==> src/rtl/led_zone_pkg.sv <==
// rtl/led_zone_pkg.sv - shared zone geometry and reader FSM encoding
package led_zone_pkg;
   localparam int ZONE_COLS = 24;
   localparam int ZONE_ROWS = 15;
   localparam int ZONE_CNT  = ZONE_COLS * ZONE_ROWS;
   localparam int GRAY_W    = 8;
   localparam int ZONE_AW   = 9;

   typedef enum logic [1:0] {
      ST_IDLE  = 2'd0,
      ST_RUN   = 2'd1,
      ST_DRAIN = 2'd2
   } zone_state_e;
endpackage

==> src/rtl/zone_skid_fifo.sv <==
// rtl/zone_skid_fifo.sv - 2-deep skid FIFO holding {gray, zone, last} in front of the serializer
module zone_skid_fifo
   import led_zone_pkg::*;
#(
   parameter int W = GRAY_W + ZONE_AW + 1
) (
   input  logic         clk_x1,
   input  logic         rst_n,
   input  logic         i_push,
   input  logic [W-1:0] i_data,
   input  logic         i_pop,
   output logic [W-1:0] o_data,
   output logic [1:0]   o_count,
   output logic         o_full,
   output logic         o_empty
);
   logic [W-1:0] r_mem [2];
   logic         r_wr_ptr;
   logic         r_rd_ptr;
   logic [1:0]   r_count;
   logic         w_push_ok;
   logic         w_pop_ok;

   assign o_full    = (r_count == 2'd2);
   assign o_empty   = (r_count == 2'd0);
   assign o_count   = r_count;
   assign o_data    = r_mem[r_rd_ptr];
   // a push into a full FIFO is only legal when the head leaves in the same cycle
   assign w_push_ok = i_push && (!o_full || i_pop);
   assign w_pop_ok  = i_pop && !o_empty;

   // storage, pointers and occupancy
   always_ff @(posedge clk_x1 or negedge rst_n) begin
      if (!rst_n) begin
         r_mem[0] <= '0;
         r_mem[1] <= '0;
         r_wr_ptr <= 1'b0;
         r_rd_ptr <= 1'b0;
         r_count  <= 2'd0;
      end else begin
         if (w_push_ok) begin
            r_mem[r_wr_ptr] <= i_data;
            r_wr_ptr        <= ~r_wr_ptr;
         end
         if (w_pop_ok) begin
            r_rd_ptr <= ~r_rd_ptr;
         end
         r_count <= r_count + 2'(w_push_ok) - 2'(w_pop_ok);
      end
   end
endmodule

==> src/rtl/zone_buffer_reader.sv <==
// rtl/zone_buffer_reader.sv - serpentine zone walker streaming gray bytes to the LED serializer; GLOBAL_DIM_EN adds global dimming
module zone_buffer_reader
   import led_zone_pkg::*;
#(
   parameter int COLS = ZONE_COLS,
   parameter int ROWS = ZONE_ROWS,
   parameter int DW   = GRAY_W,
   parameter int AW   = ZONE_AW
) (
   input  logic          clk_x1,
   input  logic          rst_n,
   input  logic          frame_start,
   output logic          rd_buf_en,
   output logic [AW-1:0] array_map,
   input  logic [DW-1:0] gray_data,
   input  logic [7:0]    dim_level,
   output logic          o_valid,
   input  logic          o_ready,
   output logic [DW-1:0] o_gray,
   output logic [AW-1:0] o_zone,
   output logic          o_last,
   output logic          busy,
   output logic          frame_done,
   output logic          overrun
);
   localparam int CW = $clog2(COLS);
   localparam int RW = $clog2(ROWS);
   localparam int FW = DW + AW + 1;

   zone_state_e   r_state;
   zone_state_e   w_next;
   logic [CW-1:0] r_col;
   logic [RW-1:0] r_row;
   logic [AW-1:0] r_row_base;
   logic          r_inflight;
   logic [AW-1:0] r_zone_d;
   logic          r_last_d;
   logic          r_frame_done;
   logic          r_overrun;
   logic          w_issue;
   logic          w_start;
   logic          w_pop;
   logic          w_col_end;
   logic          w_row_end;
   logic          w_room;
   logic [1:0]    w_count;
   logic          w_empty;
   logic          w_unused_full;
   logic [DW-1:0] w_gray_in;
   logic [FW-1:0] w_fifo_out;

`ifdef GLOBAL_DIM_EN
   logic [15:0]   w_prod;
   assign w_prod    = 16'(gray_data) * (16'(dim_level) + 16'd1);
   assign w_gray_in = DW'(w_prod >> 8);
`else
   logic          w_unused_dim;
   assign w_unused_dim = ^dim_level;
   assign w_gray_in    = gray_data;
`endif

   assign w_col_end = (r_col == CW'(COLS - 1));
   assign w_row_end = (r_row == RW'(ROWS - 1));
   assign w_pop     = !w_empty && o_ready;
   // occupancy after this cycle's pop plus the byte still returning must leave room for one more
   assign w_room    = (2'(w_count - 2'(w_pop)) + 2'(r_inflight)) < 2'd2;
   // odd rows run right-to-left so the LED chain snakes through the panel
   assign array_map = r_row[0] ? (r_row_base + AW'(COLS - 1) - AW'(r_col))
                               : (r_row_base + AW'(r_col));
   assign rd_buf_en  = w_issue;
   assign o_valid    = !w_empty;
   assign busy       = (r_state != ST_IDLE);
   assign frame_done = r_frame_done;
   assign overrun    = r_overrun;
   assign {o_gray, o_zone, o_last} = w_fifo_out;

   // state register
   always_ff @(posedge clk_x1 or negedge rst_n) begin
      if (!rst_n) r_state <= ST_IDLE;
      else        r_state <= w_next;
   end

   // next state and read issue
   always_comb begin
      w_next  = r_state;
      w_start = 1'b0;
      w_issue = 1'b0;
      case (r_state)
         ST_IDLE: begin
            if (frame_start) begin
               w_next  = ST_RUN;
               w_start = 1'b1;
            end
         end
         ST_RUN: begin
            w_issue = w_room;
            if (w_room && w_col_end && w_row_end) w_next = ST_DRAIN;
         end
         ST_DRAIN: begin
            if (w_pop && o_last) w_next = ST_IDLE;
         end
         default: w_next = ST_IDLE;
      endcase
   end

   // row/column walker; row_base accumulates COLS instead of multiplying
   always_ff @(posedge clk_x1 or negedge rst_n) begin
      if (!rst_n) begin
         r_col      <= '0;
         r_row      <= '0;
         r_row_base <= '0;
      end else if (w_start) begin
         r_col      <= '0;
         r_row      <= '0;
         r_row_base <= '0;
      end else if (w_issue) begin
         if (w_col_end) begin
            r_col      <= '0;
            r_row      <= r_row + RW'(1);
            r_row_base <= r_row_base + AW'(COLS);
         end else begin
            r_col <= r_col + CW'(1);
         end
      end
   end

   // tag the returning read with its address and end-of-frame marker
   always_ff @(posedge clk_x1 or negedge rst_n) begin
      if (!rst_n) begin
         r_inflight <= 1'b0;
         r_zone_d   <= '0;
         r_last_d   <= 1'b0;
      end else begin
         r_inflight <= w_issue;
         r_zone_d   <= array_map;
         r_last_d   <= w_issue && w_col_end && w_row_end;
      end
   end

   // frame_done and overrun status pulses
   always_ff @(posedge clk_x1 or negedge rst_n) begin
      if (!rst_n) begin
         r_frame_done <= 1'b0;
         r_overrun    <= 1'b0;
      end else begin
         r_frame_done <= (r_state == ST_DRAIN) && w_pop && o_last;
         r_overrun    <= frame_start && (r_state != ST_IDLE);
      end
   end

   zone_skid_fifo #(.W(FW)) u_fifo (
      .clk_x1  (clk_x1),
      .rst_n   (rst_n),
      .i_push  (r_inflight),
      .i_data  ({w_gray_in, r_zone_d, r_last_d}),
      .i_pop   (w_pop),
      .o_data  (w_fifo_out),
      .o_count (w_count),
      .o_full  (w_unused_full),
      .o_empty (w_empty)
   );
endmodule

==> config.mk <==
export PLATFORM = sky130hd
export DESIGN_NAME = zone_buffer_reader
export DESIGN_NICKNAME = d
export VERILOG_FILES = /design/src/rtl/led_zone_pkg.sv /design/src/rtl/zone_skid_fifo.sv /design/src/rtl/zone_buffer_reader.sv
export SDC_FILE = /design/constraint.sdc
export NUM_CORES = 1
export LEC_CHECK = 0
export BUFFER_PORTS_ARGS = -buffer_cell sky130_fd_sc_hd__buf_2
export CAP_MARGIN = 30
export CORE_UTILIZATION = 45
export CTS_BUF_LIST = sky130_fd_sc_hd__clkbuf_8
export CTS_CLUSTER_SIZE = 30
export DETAILED_ROUTE_END_ITERATION = 10
export GPL_ROUTABILITY_DRIVEN = 0
export GPL_TIMING_DRIVEN = 0
export PLACE_DENSITY = 0.67
export SYNTH_ARGS = -nofsm -noshare
export SYNTH_HDL_FRONTEND = slang
export SYNTH_SLANG_ARGS = --single-unit
==> constraint.sdc <==
create_clock -name clk_x1 -period 4.1 [get_ports clk_x1]
set_clock_uncertainty 0.1 [all_clocks]
set_input_delay 0.41 -clock clk_x1 [delete_from_list [all_inputs] [get_ports clk_x1]]
set_output_delay 0.41 -clock clk_x1 [all_outputs]
set_load 0.02 [all_outputs]
==> metrics.md <==
| Metric | Value |
|---|---|
| EDFF count, synth | 0 |
| Vias in the first global route | 2479 |
| Die X | 91.9 µm |
| Post-Synthesis Cells | roughly 310 |
| Post-synthesis cell type count | 49 |
| Synth Cell Area | about 0.0036 mm² |
| Initial core utilization | 46.8% |
| Syn-to-layout area delta | 15.2% |
| Worst path cell trace | or2_2 -> and2_1 -> ha_1 -> nor2b_1 -> and4bb_2 -> nor2_1 -> inv_1 -> buf_2 |
| FF-to-FF path depth | 9 |
| CP Max Fanout | 6 |
| Vias per cell | between 5 and 6 |
| Finished Cell Area | 0.00418 mm² |
| RSZ-0062 raised after global routing | no |
| Post-synthesis xor/xnor area fraction | under 10% |
| Largest net degree at the start of global routing | 71 |
| Hold WC Path Type | in2async |
| Seq cells post-synth | 70 |
| Synth Flop Type | dfrtp_1 |
| CTS tree | done |
| Layout cell share with drive strength beyond 1 | a little over a third |
| Port bufs | 43 |
| Synth Area per Inst | roughly 12 µm² |
| Final core utilization | 53.9% |
| Combinational family with the most area after synthesis | multiplexers |
| Total power draw | 0.00294 W |
| Clock sinks | 70 |
| DR pass1 iterations | 4 |
| CP endpoint kind | output pin |
| Synthesis Warnings | 0 |
| Antenna-violating nets left | 0 |
| Core ar. | 0.00777 mm² |
| Worst setup SP type | flop |
| Vias after detailed routing | 2474 |
| Critical path depth | 8 |
| Site row count | 32 |
| Die Y-Extent | between 90 and 100 µm |
| Post-synthesis sequential area ratio | 48.2% |
| Final Hold Fails | 0 |
| Setup Viol. Count Final | 0 |
| Root buf cell | clkbuf_8 |
| Grt ovf | 0 |
| DPL Wire Length | 4910 µm |
| Worst EP arrival | 2640 ps |
| Relative slew slack | 42.3% |
| First DRT Iteration DRCs | 47 |
| Outcome | complete, no violations |
| Clock transition at path regs | 80 ps |
| LEAKAGE | 2.00 nW |
| DIE AREA | 0.00844 mm² |
| Critical Path RT | around 3600 ps |
| CTS resizes | 0 |
| Max Slew Vio Count | 0 |
| Setup WS pre-CTS | 1320 ps |
| Number of hold buffers added after cts | 0 |
| Period utilization | 76.7% |
| Initial antenna violation count | 0 |
| First-pass GRT wire length | 11700 µm |
| Top cell family by delay on the critical path | simple AND/OR/NAND/NOR gates |
| WP buf/inv | 2 |
| DP Area | 0.00399 mm² |
| Worst-Margin Slew | 865 ps |
| Min Clock Period, post-route | 3150 ps |
| Worst skew pair latency | 350 ps |
| CTS Buf Count | 9 |
| Total GRT Usage | 18.0% |
| Clock Path Buffers | 2 |
| FMAX | 318 MHz |
| Remaining routing DRC violations | 0 |
| Routed WL per cell | 14.5 µm |
| Setup TNS | 0 ps |
| Buffers inserted by post-CTS timing repair | 0 |
| Critical path's slowest cell | dfrtp_1 |
| Peak VDD IR | 0.249 mV |
| Max-capacitance violation count | 0 |
| Setup CP Type | reg2out |
| Post-synthesis simple-gate area fraction | 11.4% |
| Pwr Density | 702 mW/mm² |
| CP max stage delay | 460 ps |
| Final setup margin | between 900 and 1000 ps |
| Fin nets | a little over 400 |
| Antenna diodes | 0 |
| Mux cell area share after synthesis | 17.9% |
| Num ports | 52 |
| H-tree depth | 3 |
| FFs w/ async S/R, synth | 100% |
| Routed WL | roughly 7000 µm |
| Compound-Gate Fraction of Synth Area | 8.16% |
| Adder-Cell Fraction of Synth Area | between 7 and 8% |
-- through the flow --
step | hold slack [ps] | std cells
floorplan | 14.4 | 311
global placement | 381 | 456
detailed placement | 387 | 456
CTS | 104 | 472
global route | 123 | 472
finish | 82.4 | 472
-- logic make-up after synthesis --
family                   count (synthesis)
XOR/XNOR                                16
adder cells (fa/ha/maj)                 20
flip-flops                              70
buffers and inverters                   27
multiplexers                            58
AND/OR/NAND/NOR                         72
AO/OA/AOI/OAI                           44
other                                    2
-- power breakdown --
part,internal (W),switching [W],leakage (nW),total [W]
combinational,0.000610,0.000726,1.01,0.00134
clock,0.000282,0.000277,0.0933,0.000559
sequential,0.000905,0.000136,0.898,0.00104
-- Yosys cell counts (4+ instances only) --
cell	n	share of area, %
a21oi_1	8	1.1
o211ai_1	7	1.4
ha_1	19	6.5
inv_1	18	1.9
o21ai_0	16	2.2
nand3_1	10	1.4
o31ai_1	4	0.83
mux2_2	55	17
dfrtp_1	70	48
xnor2_1	11	2.7
xor2_1	5	1.2
nand2_1	14	1.4
nor2_1	12	1.2
-- cell type report --
| type | count | area, µm² |
|---|---|---|
| fillers | 692 | 3580 |
| multi-input cells | 214 | 1770 |
| flip-flops and latches | 70 | 1750 |
| repair buffers | 43 | 218 |
| well taps | 102 | 128 |
| clock buffers | 9 | 124 |
| clock inverters | 7 | 73.8 |
| inverters | 19 | 71.3 |
| plain buffers | 8 | 43.8 |
-- state kept, by name, indices dropped and copies added (netlist names) --
| name | count |
|---|---|
| frame_done | 1 |
| overrun | 1 |
| r_col | 5 |
| r_inflight | 1 |
| r_last_d | 1 |
| r_row | 4 |
| r_row_base | 6 |
| r_state | 2 |
| r_zone_d | 9 |
| u_fifo.o_count | 2 |
| u_fifo.r_mem | 36 |
| u_fifo.r_rd_ptr | 1 |
| u_fifo.r_wr_ptr | 1 |
-- final timing paths --
| check | startpoint | to | slack [ps] |
|---|---|---|---|
| hold / removal | rst_n | u_fifo.r_mem[15]$_DFFE_PN0P_ | 80 |
| hold reg to reg | r_zone_d[4]$_DFF_PN0_ | u_fifo.r_mem[23]$_DFFE_PN0P_ | 390 |
| min in group clk_x1 | frame_start | overrun$_DFF_PN0_ | 190 |
| setup / recovery | u_fifo.o_count[1]$_DFF_PN0_ | rd_buf_en | 950 |
| setup reg to reg | u_fifo.o_count[1]$_DFF_PN0_ | r_col[4]$_DFFE_PN0P_ | 1450 |
| max in group asynchronous | rst_n | u_fifo.r_mem[6]$_DFFE_PN0P_ | 3260 |
-- layout by cell type (no fill, tap or decap), types with 3 or more instances in the layout --
master | netlist | final
clkinvlp_4 | 0 | 3
dfrtp_1 | 70 | 70
nor2_1 | 12 | 12
o211ai_1 | 7 | 7
ha_1 | 19 | 19
mux2_2 | 55 | 55
nand2b_1 | 3 | 3
nand3_1 | 10 | 10
xor2_1 | 5 | 5
o21ai_0 | 16 | 16
mux2i_1 | 3 | 3
a21oi_1 | 8 | 8
clkbuf_1 | 3 | 3
buf_2 | 2 | 44
nand2_1 | 14 | 14
inv_1 | 18 | 19
o31ai_1 | 4 | 4
and2_1 | 3 | 3
or3_1 | 3 | 3
nand3b_1 | 3 | 3
or4_1 | 3 | 3
conb_1 | 2 | 4
xnor2_1 | 11 | 11
or2_2 | 3 | 3
clkbuf_8 | 0 | 9
-- worst reg2reg max path: stages, from the launching register on --
cell      delay [ps]
dfrtp_1          460
or2_2            310
and2_1           200
ha_1             320
nor2b_1          230
a211oi_2          90
nor2_1           270
inv_1            190
nor2_1           250
o21ai_0          120
-- routing by layer --
metal	part of all wire (%)	track usage, %
met2	47	29.5
met1	47	22.7
met4	0.86	4.43
met5	0	0
met3	4.8	6.38
No activity file was read; power rests on OpenSTA's default activity.
